### config.mk
export PLATFORM = sky130hd
export DESIGN_NAME = hit_record_filter
export DESIGN_NICKNAME = d
export VERILOG_FILES = /design/src/rtl/hit_record_filter.sv
export SDC_FILE = /design/constraint.sdc
export NUM_CORES = 1
export LEC_CHECK = 0
export CAP_MARGIN = 20
export CORE_UTILIZATION = 35
export CTS_BUF_LIST = sky130_fd_sc_hd__clkbuf_8
export DETAILED_ROUTE_END_ITERATION = 6
export GPL_ROUTABILITY_DRIVEN = 0
export GPL_TIMING_DRIVEN = 1
export PLACE_DENSITY = 0.65
export SYNTH_ARGS = -nofsm -noshare
export SYNTH_HDL_FRONTEND = slang
export SYNTH_SLANG_ARGS = --single-unit
### constraint.sdc
create_clock -name clk -period 7 [get_ports clk]
set_input_delay 0.7 -clock clk [delete_from_list [all_inputs] [get_ports clk]]
set_output_delay 0.7 -clock clk [all_outputs]
set_load 0.005 [all_outputs]
### src/rtl/hit_record_filter.sv
// ETROC2 frame parser: tracks header/data/trailer framing, forwards (optionally
// pixel-filtered) hit records and keeps saturating frame/hit/error statistics.
module hit_record_filter #(
  parameter int unsigned CNT_W = 16
) (
  input  logic             clk,
  input  logic             rst,
  input  logic             dinValid,
  input  logic [39:0]      din,
  input  logic             filterEn,
  input  logic [7:0]       selPixel,
  output logic             hitValid,
  output logic [38:0]      hitRecord,
  output logic             frameDone,
  output logic [7:0]       frameL1C,
  output logic [11:0]      frameBCID,
  output logic             frameErr,
  output logic [CNT_W-1:0] frameCnt,
  output logic [CNT_W-1:0] hitCnt,
  output logic [CNT_W-1:0] errCnt
);

  typedef enum logic {IDLE, FRAME} state_t;

  localparam logic [CNT_W-1:0] ONE = CNT_W'(1);

  state_t           state_q, state_d;
  logic             rst_meta_q, rst_hold_q;
  logic [8:0]       fhits_q, fhits_d;
  logic [7:0]       l1c_q, l1c_d;
  logic [11:0]      bcid_q, bcid_d;
  logic             hv_q, hv_d;
  logic [38:0]      rec_q, rec_d;
  logic             done_q, done_d;
  logic             err_q, err_d;
  logic [7:0]       fl1c_q, fl1c_d;
  logic [11:0]      fbcid_q, fbcid_d;
  logic [CNT_W-1:0] fcnt_q, fcnt_d;
  logic [CNT_W-1:0] hcnt_q, hcnt_d;
  logic [CNT_W-1:0] ecnt_q, ecnt_d;

  logic is_data, is_hdr, is_trl, pix_ok;

  function automatic logic [CNT_W-1:0] sat_inc(input logic [CNT_W-1:0] v);
    return (v == '1) ? v : v + ONE;
  endfunction

  assign is_data = din[39];
  assign is_hdr  = (din[39:38] == 2'b00) && (din[37:22] == 16'h3C5C);
  assign is_trl  = (din[39:38] == 2'b01);
  assign pix_ok  = !filterEn || (din[36:29] == selPixel);

  always_comb begin
    state_d = state_q;
    fhits_d = fhits_q;
    l1c_d   = l1c_q;
    bcid_d  = bcid_q;
    hv_d    = 1'b0;
    rec_d   = rec_q;
    done_d  = 1'b0;
    err_d   = 1'b0;
    fl1c_d  = fl1c_q;
    fbcid_d = fbcid_q;
    fcnt_d  = fcnt_q;
    hcnt_d  = hcnt_q;
    ecnt_d  = ecnt_q;
    // Words arriving while the synchronised reset is still held are ignored.
    if (dinValid && !rst_hold_q) begin
      if (is_data) begin
        if (state_q == IDLE) begin
          err_d = 1'b1;
        end else begin
          if (fhits_q != 9'd256) fhits_d = fhits_q + 9'd1;
          if (pix_ok) begin
            hv_d   = 1'b1;
            rec_d  = din[38:0];
            hcnt_d = sat_inc(hcnt_q);
          end
        end
      end else if (is_hdr) begin
        if (state_q == FRAME) err_d = 1'b1;
        state_d = FRAME;
        l1c_d   = din[19:12];
        bcid_d  = din[11:0];
        fhits_d = '0;
      end else if (is_trl) begin
        if (state_q == IDLE) begin
          err_d = 1'b1;
        end else begin
          state_d = IDLE;
          // Zero-extended compare also rejects a saturated (256) hit count.
          if (fhits_q == {1'b0, din[16:9]}) begin
            done_d  = 1'b1;
            fl1c_d  = l1c_q;
            fbcid_d = bcid_q;
            fcnt_d  = sat_inc(fcnt_q);
          end else begin
            err_d = 1'b1;
          end
        end
      end else begin
        err_d = 1'b1;
      end
    end
    if (err_d) ecnt_d = sat_inc(ecnt_q);
  end

  always_ff @(posedge clk or posedge rst) begin
    if (rst) begin
      rst_meta_q <= 1'b1;
      rst_hold_q <= 1'b1;
      state_q    <= IDLE;
      fhits_q    <= '0;
      l1c_q      <= '0;
      bcid_q     <= '0;
      hv_q       <= 1'b0;
      rec_q      <= '0;
      done_q     <= 1'b0;
      err_q      <= 1'b0;
      fl1c_q     <= '0;
      fbcid_q    <= '0;
      fcnt_q     <= '0;
      hcnt_q     <= '0;
      ecnt_q     <= '0;
    end else begin
      rst_meta_q <= 1'b0;
      rst_hold_q <= rst_meta_q;
      state_q    <= state_d;
      fhits_q    <= fhits_d;
      l1c_q      <= l1c_d;
      bcid_q     <= bcid_d;
      hv_q       <= hv_d;
      rec_q      <= rec_d;
      done_q     <= done_d;
      err_q      <= err_d;
      fl1c_q     <= fl1c_d;
      fbcid_q    <= fbcid_d;
      fcnt_q     <= fcnt_d;
      hcnt_q     <= hcnt_d;
      ecnt_q     <= ecnt_d;
    end
  end

  assign hitValid  = hv_q;
  assign hitRecord = rec_q;
  assign frameDone = done_q;
  assign frameErr  = err_q;
  assign frameL1C  = fl1c_q;
  assign frameBCID = fbcid_q;
  assign frameCnt  = fcnt_q;
  assign hitCnt    = hcnt_q;
  assign errCnt    = ecnt_q;

endmodule

# After elaboration in Yosys (flattened, before gate mapping)
# Cells that the tools add are included.
[word_totals] register_bits=142 elab_cells=74
[op_classes] add_sub_neg=4 n_eq_ne=10 n_mux=24 n_bitwise=5 n_reduce_logical=16
[op_table] operator="adder 16 x 1 -> 16 bit, second input constant" count=3
[op_table] operator="== test 16 bit, second input constant" count=3
[op_table] operator="2-to-1 mux 9 bit" count=4
[op_table] operator="2-to-1 mux 1 bit" count=20
[op_table] operator="== test 16 x 14 -> 1 bit, second input constant" count=1
[op_table] operator="adder 9 x 1 -> 9 bit, second input constant" count=1
[op_table] operator="== test 9 x 8 -> 1 bit" count=1
[op_table] operator="!= test 9 bit, second input constant" count=1
[op_table] operator="== test 8 bit" count=1
[op_table] operator="AND reduction 4 bit" count=2
[op_table] operator="AND reduction 7 bit" count=1
[op_table] operator="AND reduction 3 bit" count=2
[op_table] operator="AND reduction 6 bit" count=1
[op_table] operator="NOT 1 bit" count=5
[op_table] operator="AND reduction 5 bit" count=1
[op_table] operator="!= test 2 x 1 -> 1 bit, second input constant" count=2
[op_table] operator="nonzero test 2 bit" count=2
[op_table] operator="== test 2 x 1 -> 1 bit, second input constant" count=1
[op_table] operator="logical AND 1 bit" count=2
[op_table] operator="zero test 1 bit" count=2
[op_table] operator="zero test 2 bit" count=1
[op_table] operator="AND reduction 2 bit" count=1
[op_table] operator="logical OR 1 bit" count=1

# Depth between registers and ports, before layout
[logic_depth] ltp_word=8 ltp_mapped=9 ltp_nobuf=8

# Worst setup path after synthesis
# No wires, ideal clock.
[synth_timing] path_kind="in2reg" start="input din[29]" end="register fhits_q[6]" setup_ns=0.065 arrival_time_ns=2.462 setup_slack_ns=4.472 stages=6 n_path_buf=0 path_cell_list="or4b_4 -> or4_4 -> o21ai_4 -> nand4_1 -> or3_1 -> nand2_1"
[synth_via] elab_chain_len=4
[synth_lines] item="start, declared" line="9" source="input logic [39:0] din,"
[synth_lines] item="== test 16 x 14 -> 1 bit" line="49" source="assign is_hdr = (din[39:38] == 2'b00) && (din[37:22] == 16'h3C5C);"
[synth_lines] item="logical AND 1 bit" line="49"
[synth_lines] item="nonzero test 2 bit (no line)"
[synth_lines] item="AND reduction 4 bit (no line)"
[synth_lines] item="end signal, assigned" line="129" source="fhits_q <= fhits_d;"
[synth_lines] item="end, declared" line="29" source="logic [8:0] fhits_q, fhits_d;"
# Every way passes these cells.
# A chain may end at the register's enable or synchronous reset.

# Final worst setup path
[layout_timing] start="input din[29]" end="register hcnt_q[1] (netlist: hitCnt[1])"
[layout_via] elab_chain_len=3
[layout_lines] item="== test 8 bit" line="51" source="assign pix_ok = !filterEn || (din[36:29] == selPixel);"
[layout_lines] item="logical OR 1 bit" line="51"
[layout_lines] item="AND reduction 5 bit (no line)"
[layout_lines] item="end signal, assigned" line="139" source="hcnt_q <= hcnt_d;"
[layout_lines] item="end, declared" line="39" source="logic [CNT_W-1:0] hcnt_q, hcnt_d;"
# Every way passes these cells.

==> summary.md <==
| Metric | Value |
|---|---|
| Status | finished clean |
| Rows | between 40 and 50 |
| Slew Limit Fails | 0 |
| Worst-margin pin slew | 0.792 ns |
| Fill count | 1562 |
| Cell Area, Synth | 6190 um^2 |
| Syn Nets | approximately 540 |
| Grt met3 use | 4.58% |
| Post-CTS Resized | 0 |
| Critical-path cell list | clkdlybuf4s50_1, xnor2_1, nand4_1, o21ai_0, nand2_2, buf_4, nor2_1, mux2_2 |
| GRT busiest layer | met2 |
| Cell family with most CP delay | buffers and inverters |
| Buf/Inv on CP | 2 |
| CP Capture Type | flip-flop |
| Yosys warnings | 0 |
| DR vias/cell | 4.90 |
| Syn Inst Count | between 400 and 500 |
| Remaining DRCs | 0 |
| Total number of vias | 4369 |
| PortBufs | 161 |
| Most used flip-flop cell after synthesis | dfrtp_1 |
| Multi-input logic area | about 2600 um^2 |
| Die W | 135 um |
| Post-synthesis register bit count | 142 |
| Syn Area/Cell | 12.8 um^2 |
| Post-synth EDFFs | 0 |
| CP Data Required Time | 7.33 ns |
| Finished Cell Area | 8430 um^2 |
| First DRT Iteration DRCs | 130 |
| CTS Hold Bufs | 0 |
| Crit Path Category | in -> reg |
| Initial antenna violation count | 0 |
| Area contributors post-synth | dfrtp_1, mux2_2, xor2_1, xnor2_1, nand4_1 |
| Final min period | 2.84 ns |
| Worst-path maximum fanout | 40 |
| Die area | roughly 18000 um^2 |
| Final WS setup | around 4.2 ns |
| Clock buffer count from CTS | 17 |
| Place WS | between 3 and 4 ns |
| Postcts setup bufs | 0 |
| CTS tree | done |
| Initial Util | 35.8% |
| Max-Cap Viols | 0 |
| Antenna cells | 0 |
| Final hold violation count | 0 |
| Synth unique cells | 48 |
| Total Neg Setup Slack | 0 ns |
| Clk_lat worst skew | between 0.4 and 0.5 ns |
| CTS H-Tree Depth | 4 |
| Most instantiated cells after synthesis | dfrtp_1, mux2_2, xor2_1 |
| Per-cell routed wire length | 16.0 um |
| Share of cells above drive strength 1 | 19.0% |
| Post-DP Area | between 8000 and 9000 um^2 |
| Register area share after synthesis | 57.4% |
| VDD IR max | 0.148 mV |
| CP max stage delay | 0.53 ns |
| HP Class | reg -> reg |
| Static leakage | roughly 3.9 nW |
| Sink Count | 142 |
| DPL Wire Length | 10100 um |
| RSZ-0062 raised after global routing | false |
| I/O pins | 162 |
| Height of the chip | 135 um |
| Drt total wl | between 10000 and 15000 um |
| CP arrival | 3.17 ns |
| All-Layer GR Usage | 16.7% |
| Placed cells | 862 |
| Grt met1 use | roughly 22% |
| Post-synth top area cell | dfrtp_1 |
| DRT antenna net count | 0 |
| Core area | roughly 17000 um^2 |
| Seq. cell area | 3560 um^2 |
| First-pass GRT wire length | 23700 um |
| Fmax | ~350 MHz |
| Setup Skew | 0.00901 ns |
| Met2 Use GR | a little over a quarter |
| Root buffer cell | clkbuf_8 |
| Grt ovf | 0 |
| CP startpoint kind | input port |
| Top-count cell post-synth | dfrtp_1 |
| Max clock buf depth | 2 |
| Power Density | 189 nW/um^2 |
| Largest net degree at the start of global routing | 90 |
| Async set or reset register ratio after synthesis | 100% |
| Crit path max-delay cell type | clkdlybuf4s50_1 |
| Area growth syn-to-layout | 36.2% |
| Post-synth top area share | a little under three fifths |
| Initial DRT Pass Iterations | 4 |
| Final Non-Filler Cells | 892 |
| Post-layout nets | 713 |
| Final Cycle Share | between 40% and 50% |
| Clock transition at path regs | about 0.080 ns |
| Endpoints failing setup | 0 |
| Vias in the first global route | 4563 |
| Slew HR | 47.2% |
[logic make-up (layout without fill, tap and decap cells)]
| logic type | after synthesis | after routing | synth area share [%] |
|---|---|---|---|
| other cells | 1 | 1 | 0.0605 |
| xor+xnor | 64 | 64 | 9.05 |
| fa+ha+maj | 5 | 5 | 1.01 |
| mux | 84 | 84 | 15.3 |
| compound gates | 14 | 14 | 1.62 |
| flops | 142 | 142 | 57.4 |
| buf+inv | 24 | 206 | 1.54 |
| simple gates | 151 | 151 | 14.1 |
[layer usage]
metal	up-vias	wire length, um
met3	17	700
met2	105	6860
li1	2066	-
met1	2181	6550
met5	-	0
met4	0	189
[flip-flops by register name (all words and copies together) (netlist names)]
| register | cells |
|---|---|
| hitRecord | 39 |
| errCnt | 16 |
| frameCnt | 16 |
| hitCnt | 16 |
| bcid_q | 12 |
| frameBCID | 12 |
| fhits_q | 9 |
| frameL1C | 8 |
| l1c_q | 8 |
| frameDone | 1 |
| frameErr | 1 |
| hitValid | 1 |
| rst_hold_q | 1 |
| rst_meta_q | 1 |
| state_q | 1 |
[cell type report]
type	count	share of cell area [%]
clock buffer	18	2.94
clock inverter	12	1.28
inverter	11	0.549
multi-input combinational	319	30.3
sequential	142	42.2
tap	225	3.34
timing repair buffer	165	19.5
[final timing paths]
check	start	end	slack, ns	depth (start not counted)
worst max-delay path	din[29]	hitCnt[1]	4.16	8
worst min-delay path	rst_meta_q	rst_hold_q	0.35	0
worst max register to register	fhits_q[0]	fhits_q[8]	4.68	8
worst min register to register	rst_meta_q	rst_hold_q	0.35	0
max in group asynchronous	rst	bcid_q[3]	5.04	3
min in group asynchronous	rst	hitCnt[7]	0.80	2
[metrics by stage]
step	utilization [%]	power [W]	hold WS (ns)
global route	48.8	0.00167	0.366
CTS	48.8	0.00163	0.349
floorplan	-	0.000920	0.345
finish	48.8	0.00160	0.352
global placement	46.7	0.00100	0.346
detailed placement	46.7	0.00101	0.353
[cells in the final DEF (no fill, tap or decap), types with 12 or more instances in the layout]
cell / Yosys / layout
nor3_1: 16 / 16
nand2_1: 23 / 22
inv_1: 11 / 14
nor4_1: 12 / 12
dfrtp_1: 140 / 140
nand4_1: 24 / 24
nand3_1: 17 / 17
clkdlybuf4s50_1: 0 / 161
clkbuf_8: 0 / 18
mux2_2: 83 / 83
xor2_1: 35 / 35
xnor2_1: 29 / 29
nor2_1: 23 / 23
[report_power, final]
part / total, W / internal [W] / switching [W]
combinational: 0.000128 / 0.0000743 / 0.0000536
clock: 0.000608 / 0.000313 / 0.000295
sequential: 0.000860 / 0.000837 / 0.0000231
(Power assumes the default switching activity.)
